`config.mk`:
```
export PLATFORM = sky130hd
export DESIGN_NAME = prog_loader
export DESIGN_NICKNAME = d
export VERILOG_FILES = /design/src/rtl/loader_pkg.sv /design/src/rtl/prog_loader.sv
export SDC_FILE = /design/constraint.sdc
export NUM_CORES = 1
export LEC_CHECK = 0
export ABC_AREA = 1
export BUFFER_PORTS_ARGS = -buffer_cell sky130_fd_sc_hd__clkbuf_2
export CORE_MARGIN = 5
export CORE_UTILIZATION = 50
export DETAILED_ROUTE_END_ITERATION = 7
export HOLD_SLACK_MARGIN = 0.02
export PLACE_DENSITY = 0.83
export SLEW_MARGIN = 40
export SYNTH_ARGS = -nofsm -noshare
export SYNTH_HDL_FRONTEND = slang
export SYNTH_SLANG_ARGS = --single-unit
```
`constraint.sdc`:
```
create_clock -name CLK -period 1.85 [get_ports CLK]
set_input_delay 0.185 -clock CLK [delete_from_list [all_inputs] [get_ports CLK]]
set_output_delay 0.185 -clock CLK [all_outputs]
set_load 0.005 [all_outputs]
```
`src/rtl/loader_pkg.sv`:
```
// Shared types and constants for the program loader: FSM states and
// instruction-memory geometry.
package loader_pkg;

    localparam int unsigned IMEM_DEPTH = 1024;
    localparam int unsigned IW         = 9;
    localparam int unsigned AW         = 10;
    localparam int unsigned CW         = 11;
    localparam int unsigned LAST_BIT   = 7;
    localparam int unsigned HI_BIT     = 0;

    typedef enum logic [2:0] {
        IDLE    = 3'd0,
        LO      = 3'd1,
        HI      = 3'd2,
        WRITE   = 3'd3,
        RELEASE = 3'd4,
        DONE    = 3'd5
    } state_e;

endpackage

```
`src/rtl/prog_loader.sv`:
```
// Assembles 9-bit instruction words from byte pairs, writes them to instruction
// memory, and holds the core in init until the last word (or a full memory).
module prog_loader
    import loader_pkg::*;
#(
    parameter int unsigned IMEM_DEPTH = loader_pkg::IMEM_DEPTH
) (
    input  logic          CLK,
    input  logic          reset,
    input  logic          go,
    input  logic          in_valid,
    input  logic [7:0]    in_data,
    output logic          in_ready,
    output logic          wr_en,
    output logic [AW-1:0] wr_addr,
    output logic [IW-1:0] wr_data,
    output logic          core_start,
    output logic          done,
    output logic [CW-1:0] word_count,
    output logic          overflow
);

    state_e        state_q, state_d;
    logic [AW-1:0] wr_addr_q, wr_addr_d;
    logic [IW-1:0] word_q, word_d;
    logic          last_q, last_d;
    logic [CW-1:0] count_q, count_d;
    logic          overflow_q, overflow_d;
    logic          in_ready_q, in_ready_d;
    logic          wr_en_q, wr_en_d;
    logic          core_start_q, core_start_d;
    logic          done_q, done_d;
    logic          xfer_c;
    logic          unused_in_bits_c;

    // Middle bits of the high byte carry no information.
    assign unused_in_bits_c = ^in_data[6:1];
    assign xfer_c           = in_valid && in_ready_q;

    // Next state, datapath updates, and state-decoded outputs one cycle ahead.
    always_comb begin
        state_d      = state_q;
        wr_addr_d    = wr_addr_q;
        word_d       = word_q;
        last_d       = last_q;
        count_d      = count_q;
        overflow_d   = overflow_q;

        unique case (state_q)
            IDLE, DONE: begin
                if (go) begin
                    state_d    = LO;
                    wr_addr_d  = '0;
                    count_d    = '0;
                    overflow_d = 1'b0;
                end
            end
            LO: begin
                if (xfer_c) begin
                    word_d[7:0] = in_data;
                    state_d     = HI;
                end
            end
            HI: begin
                if (xfer_c) begin
                    word_d[IW-1] = in_data[HI_BIT];
                    last_d       = in_data[LAST_BIT];
                    state_d      = WRITE;
                end
            end
            WRITE: begin
                count_d = count_q + CW'(1);
                if (last_q) begin
                    state_d = RELEASE;
                end else if (wr_addr_q == AW'(IMEM_DEPTH - 1)) begin
                    overflow_d = 1'b1;
                    state_d    = RELEASE;
                end else begin
                    wr_addr_d = wr_addr_q + AW'(1);
                    state_d   = LO;
                end
            end
            RELEASE: state_d = DONE;
            default: state_d = IDLE;
        endcase

        in_ready_d   = (state_d == LO) || (state_d == HI);
        wr_en_d      = (state_d == WRITE);
        core_start_d = (state_d != DONE);
        done_d       = (state_d == DONE);
    end

    always_ff @(posedge CLK) begin
        if (reset) begin
            state_q      <= IDLE;
            wr_addr_q    <= '0;
            word_q       <= '0;
            last_q       <= 1'b0;
            count_q      <= '0;
            overflow_q   <= 1'b0;
            in_ready_q   <= 1'b0;
            wr_en_q      <= 1'b0;
            core_start_q <= 1'b1;
            done_q       <= 1'b0;
        end else begin
            state_q      <= state_d;
            wr_addr_q    <= wr_addr_d;
            word_q       <= word_d;
            last_q       <= last_d;
            count_q      <= count_d;
            overflow_q   <= overflow_d;
            in_ready_q   <= in_ready_d;
            wr_en_q      <= wr_en_d;
            core_start_q <= core_start_d;
            done_q       <= done_d;
        end
    end

    assign in_ready   = in_ready_q;
    assign wr_en      = wr_en_q;
    assign wr_addr    = wr_addr_q;
    assign wr_data    = word_q;
    assign core_start = core_start_q;
    assign done       = done_q;
    assign word_count = count_q;
    assign overflow   = overflow_q;

endmodule

```
After elaboration in Yosys (flattened, before gate mapping)
Cells that the tools add are included.
{"block": "op_classes", "magnitude_cmp": 0, "mul": 0, "div_mod_pow": 0, "bitwise": 0, "eq_ne": 15, "reduce_logical": 10, "muxes": 16, "addsub": 2, "n_shift": 0}
{"cell": "2-to-1 mux 10 bit", "n": 3}
{"cell": "case mux 11 bit (2 select lines)", "n": 1}
{"cell": "case mux 10 bit (2 select lines)", "n": 1}
{"cell": "2-to-1 mux 3 bit", "n": 5}
{"cell": "case mux 3 bit (5 select lines)", "n": 1}
{"cell": "== test 3 x 2 -> 1 bit (second input constant)", "n": 4}
{"cell": "adder 11 x 1 -> 11 bit (second input constant)", "n": 1}
{"cell": "2-to-1 mux 11 bit", "n": 1}
{"cell": "adder 10 x 1 -> 10 bit (second input constant)", "n": 1}
{"cell": "== test 10 bit (second input constant)", "n": 1}
{"cell": "== test 3 bit (second input constant)", "n": 3}
{"cell": "inequality test 2 bit (second input constant)", "n": 4}
{"cell": "AND reduction 4 bit", "n": 2}
{"cell": "== test 3 x 1 -> 1 bit (second input constant)", "n": 2}
{"cell": "AND reduction 2 bit", "n": 3}
{"cell": "logical NOT 3 bit", "n": 1}
{"cell": "2-to-1 mux 1 bit", "n": 3}
{"cell": "inequality test 3 bit (second input constant)", "n": 1}
{"cell": "case mux 1 bit (2 select lines)", "n": 1}
{"cell": "nonzero test 2 bit", "n": 1}
{"cell": "OR reduction 2 bit", "n": 1}
{"cell": "logical AND 1 bit", "n": 1}
{"cell": "logical OR 1 bit", "n": 1}
{"block": "word_totals", "in_bits": 12, "wordCells": 54, "ff_bits": 39, "n_memories": 0, "latchBits": 0, "romBits": 0, "output_inout_bits": 35, "ramBits": 0}

Logic depth before layout (Yosys ltp)
{"block": "depth", "word_depth": 6, "mapped_depth": 10, "mapped_depth_nobuf": 10}

Least setup slack after synthesis
No wires, ideal clock.
{"block": "synth_path", "path_type": "reg-to-reg", "startpoint": "register wr_addr_q[0], in the netlist wr_addr[0]", "endpoint": "register wr_addr_q[1], in the netlist wr_addr[1]", "synth_period_minus_slack_ns": 1.620, "t_required_ns": 1.719, "stages_incl_launch_ff": 10, "slack_ns": 0.230, "arrival_time_ns": 1.489, "n_path_buf": 1, "setup_time_ns": 0.131, "path_cell_list": "dfxtp_1 > ha_1 > nand3_1 > nor2_1 > nand3_2 > nand2_4 > nor2_8 > buf_6 > o21ai_1 > nor2_1"}
{"block": "synth_via", "elab_chain_cells": 4, "elab_cells_between_ends": 7, "cone_classes": "1 x add/sub; 2 x eq/ne; 3 x mux; 1 x reduce/logical"}
{"item": "from (decl)", "line_no": "prog_loader.sv:24", "rtl": "logic [AW-1:0] wr_addr_q, wr_addr_d;"}
{"item": "from (signal assigned)", "line_no": "prog_loader.sv:107", "rtl": "wr_addr_q <= wr_addr_d;"}
{"item": "adder 10 x 1 -> 10 bit", "line_no": "prog_loader.sv:79", "rtl": "wr_addr_d = wr_addr_q + AW'(1);"}
{"item": "2-to-1 mux 10 bit", "line_no": "prog_loader.sv:75", "rtl": "end else if (wr_addr_q == AW'(IMEM_DEPTH - 1)) begin"}
{"item": "2-to-1 mux 10 bit", "line_no": "prog_loader.sv:73", "rtl": "if (last_q) begin"}
{"item": "case mux 10 bit (2 select lines)", "line_no": "prog_loader.sv:49", "rtl": "unique case (state_q)"}
Parallel ways exist; a longest one is shown, timed or not. The select of a mux whose other input is x is not followed.
A chain may end at the register's enable or synchronous reset.

Final worst setup path
{"block": "layout_path", "startpoint": "register wr_addr_q[1], in the netlist wr_addr[1]", "endpoint": "register wr_addr_q[8], in the netlist wr_addr[8]"}
The elaborated chain is that of the path after synthesis.

==> results.py <==
metrics = {
    "synth": {
        "synth_top_area_share_pct": 40.5,
        "netlist_area_sq_um": 1930,
        "yosys.area.top_type": "dfxtp_1",
        "synth_area_leaders": "dfxtp_1, nand2_1, nor2_1",
        "syn-instance-count": 274,
        "ys_seq_elements": 39,
        "syn_nets": 288,
        "synth.distinct_cells": 28,
        "avgSynthCellArea_sq_um": 7.04,
        "yosysWarnings": 0,
        "yosysSeqAreaShare_pct": 40.5,
    },
    "route": {
        "viasPerCell": 5.00,
        "drt-initial-drc-count": 145,
        "drt_wl_total_microns": 4380,
        "wire_per_inst_microns": 11.7,
        "via_count": 1875,
        "drc": 0,
        "first_pass_iters": 4,
        "ant_nets": 0,
    },
    "sta": {
        "setup_viol": 0,
        "min_period_ns": 1.73,
        "hold_viol": 0,
        "fin_skew_ns": 0.00482,
        "slew_violations": 0,
        "timing.slew.headroom_pct": 76.9,
        "fmax_ghz": 0.580,
        "holdWs_ns": 0.116,
        "tightestPinTransition_ns": 0.346,
        "fin_setup_tns_ns": 0,
        "fin_crit_sh_pct": 93.3,
        "finalWorstSetupSlack_ns": 0.124,
    },
    "critical_path": {
        "slowest_stage": "dfxtp_1",
        "cp-end-kind": "register",
        "critPathMaxStageDelay_ns": 0.43,
        "path_cells": "ha_2, nand3_1, nor2_2, nand3_2, nand4_1, nand2_1, a21oi_2",
        "startpoint": "wr_addr[1]$_SDFFE_PP0P_",
        "cp.required_ns": 2.08,
        "rr_worst_depth": 7,
        "worstPathArrival_ns": 1.96,
        "start_kind": "register",
        "cp_max_fo": 5,
        "crit_type": "reg2reg",
        "rrSetupSlack_ns": 0.12,
        "r2r_end": "wr_addr[8]$_SDFFE_PP0P_",
        "r2r-start": "wr_addr[1]$_SDFFE_PP0P_",
        "critPathCapture": "wr_addr[8]$_SDFFE_PP0P_",
    },
    "floorplanning": {
        "core_sq_um": 3690,
        "die_area_sq_um": 5200,
        "ioPinCount": 47,
        "initial_core_util_pct": 52.3,
        "fp.dieH_microns": 72.1,
        "rows": 22,
        "dieWidth_microns": 72.1,
    },
    "cells_and_area": {
        "area_growth_pct": 20.8,
        "fill_cells": 341,
        "drive_gt1_share_pct": 26.3,
        "diodes": 0,
        "fin_util_pct": 63.2,
        "finalInstanceArea_sq_um": 2330,
        "final_cells": 375,
        "nNetsFinal": 340,
    },
    "pwr": {
        "combinationalPowerShare_pct": 15.0,
        "pwr-share-seq_pct": 49.6,
        "peakVddDrop_mv": 0.591,
        "finalPower_mw": 1.80,
        "power_density_nw_per_um2": 774,
        "p_clk_share_pct": 35.4,
        "p_sw_uw": 498,
        "switching_share_pct": 27.6,
        "intPower_mw": 1.31,
        "p_leak_nw": 1.05,
    },
    "cts": {
        "clock_latency_ns": 0.29,
        "htree_levels": 2,
        "clockBufferDepth": 2,
        "postCtsSetupBuffers": 0,
        "cts_made_buffers": 5,
        "root_buffer": "clkbuf_8",
        "cts_tree": "yes",
        "clkTransAtPathRegs_ns": 0.08,
        "numClockSinks": 39,
    },
    "outcome": {
        "outcome": "finished, final reports clean",
    },
    "worst_hold_path": {
        "hp-class": "in2reg",
        "min-delay-start": "in_data[2]",
        "hold_depth": 3,
    },
    "flow_run": {
        "drv_cap": 0,
    },
    "placement": {
        "gp_congestion": 0.832,
        "dp_hpwl_microns": 3250,
        "place_ws_ns": 0.188,
        "placed_cell_area_sq_um": 2220,
        "portBuffers": 46,
        "place_inst": 367,
    },
    "global_route": {
        "grt.overflow.total": 0,
        "grt_antenna_before_repair": 0,
        "first_global_vias": 1748,
        "grt_max_degree": 15,
        "track_usage_pct": 18.4,
        "grt_pass1_wl_microns": 7620,
    },
}
[area by class of cell]
type	count	area [sq um]	share of cell area, %
Clock inverter	1	7.51	0.322
Tap cell	48	60.1	2.58
Inverter	32	123	5.26
Sequential cell	39	781	33.5
Multi-Input combinational cell	198	1000	43.0
Clock buffer	7	96.3	4.14
Timing Repair Buffer	50	260	11.2
[worst min path at each step]
stage	to	slack (ns)
global placement	wr_data[1]$_SDFFE_PP0P_	0.41
detailed placement	wr_data[2]$_SDFFE_PP0P_	0.41
global route	wr_data[5]$_SDFFE_PP0P_	0.12
CTS	wr_data[2]$_SDFFE_PP0P_	0.11
finish	wr_data[2]$_SDFFE_PP0P_	0.12
floorplan	wr_addr[3]$_SDFFE_PP0P_	0.25
[power groups by stage]
stage | Clock [mW] | Sequential [mW] | Combinational (mW)
after floorplan | 0 | 0.917 | 0.187
after global placement | 0 | 0.913 | 0.266
after detailed placement | 0 | 0.913 | 0.271
after CTS | 0.654 | 0.894 | 0.273
after global routing | 0.695 | 0.898 | 0.304
final | 0.639 | 0.895 | 0.271
[layer usage]
layer / vias up / GRT usage (%) / routed length (microns)
li1: 992 / - / -
met1: 827 / 22.3 / 2000
met2: 49 / 30.5 / 2050
met3: 7 / 6.51 / 271
met4: 0 / 5.64 / 57
met5: - / 0 / 0
[critical path: cells and delay by family (launching register included)]
| family | cells | cell delay, ns |
|---|---|---|
| simple gates | 5 | 0.86 |
| flops | 1 | 0.43 |
| fa+ha+maj | 1 | 0.27 |
| compound gates | 1 | 0.12 |
[cells in the mapped netlist]
| master | n |
|---|---|
| xnor2_1 | 1 |
| o21ai_1 | 2 |
| nand3_2 | 1 |
| nand2_1 | 57 |
| nor2_1 | 46 |
| inv_2 | 4 |
| a21oi_1 | 14 |
| nand4_1 | 6 |
| o21a_1 | 1 |
| nor2_8 | 2 |
| nand3_1 | 25 |
| a21oi_2 | 8 |
| a22oi_1 | 1 |
| nor3_1 | 1 |
| inv_1 | 27 |
| buf_6 | 1 |
| clkbuf_1 | 3 |
| o21ai_0 | 19 |
| nor3_4 | 1 |
| ha_1 | 2 |
| nand2_2 | 6 |
| buf_2 | 1 |
| xor2_1 | 1 |
| nand3b_1 | 1 |
| nor2_2 | 1 |
| dfxtp_1 | 39 |
| nand2_4 | 2 |
| inv_4 | 1 |
[registers in the layout, summed over array words and instances, names as in the netlist]
name	cells
core_start	1
done	1
in_ready	1
last_q	1
overflow	1
state_q	3
word_count	11
wr_addr	10
wr_data	9
wr_en	1
[layout by cell type (no fill, tap or decap)]
| cell | Yosys | routed |
|---|---|---|
| a21oi_1 | 14 | 14 |
| a21oi_2 | 8 | 8 |
| a22oi_1 | 1 | 1 |
| buf_4 | 0 | 4 |
| clkbuf_2 | 0 | 46 |
| clkbuf_8 | 0 | 7 |
| clkinvlp_4 | 0 | 1 |
| dfxtp_1 | 39 | 39 |
| ha_1 | 2 | 1 |
| ha_2 | 0 | 1 |
| inv_1 | 27 | 27 |
| inv_2 | 4 | 4 |
| inv_4 | 1 | 1 |
| nand2_1 | 57 | 57 |
| nand2_2 | 6 | 6 |
| nand2_4 | 2 | 2 |
| nand3_1 | 25 | 25 |
| nand3_2 | 1 | 1 |
| nand3b_1 | 1 | 1 |
| nand4_1 | 6 | 6 |
| nor2_1 | 46 | 45 |
| nor2_2 | 1 | 2 |
| nor2_8 | 2 | 2 |
| nor3_1 | 1 | 1 |
| nor3_4 | 1 | 1 |
| o21a_1 | 1 | 1 |
| o21ai_0 | 19 | 19 |
| o21ai_1 | 2 | 2 |
| xnor2_1 | 1 | 1 |
| xor2_1 | 1 | 1 |
[cell families after synthesis]
group / after synthesis / share of synthesized area [%]
AOI/OAI and AO/OA: 45 / 13.5
xor gates and xnor gates: 2 / 0.909
adders and majority gates: 2 / 1.30
buffers and inverters: 37 / 7.79
DFF: 39 / 40.5
and+or+nand+nor: 149 / 36.0
[timing repair]
action / CTS / global route
endpoints found under the setup margin: 0 / 9
hold buffers: 0 / 0
gates resized for setup: 0 / 2
(Power assumes the default switching activity.)
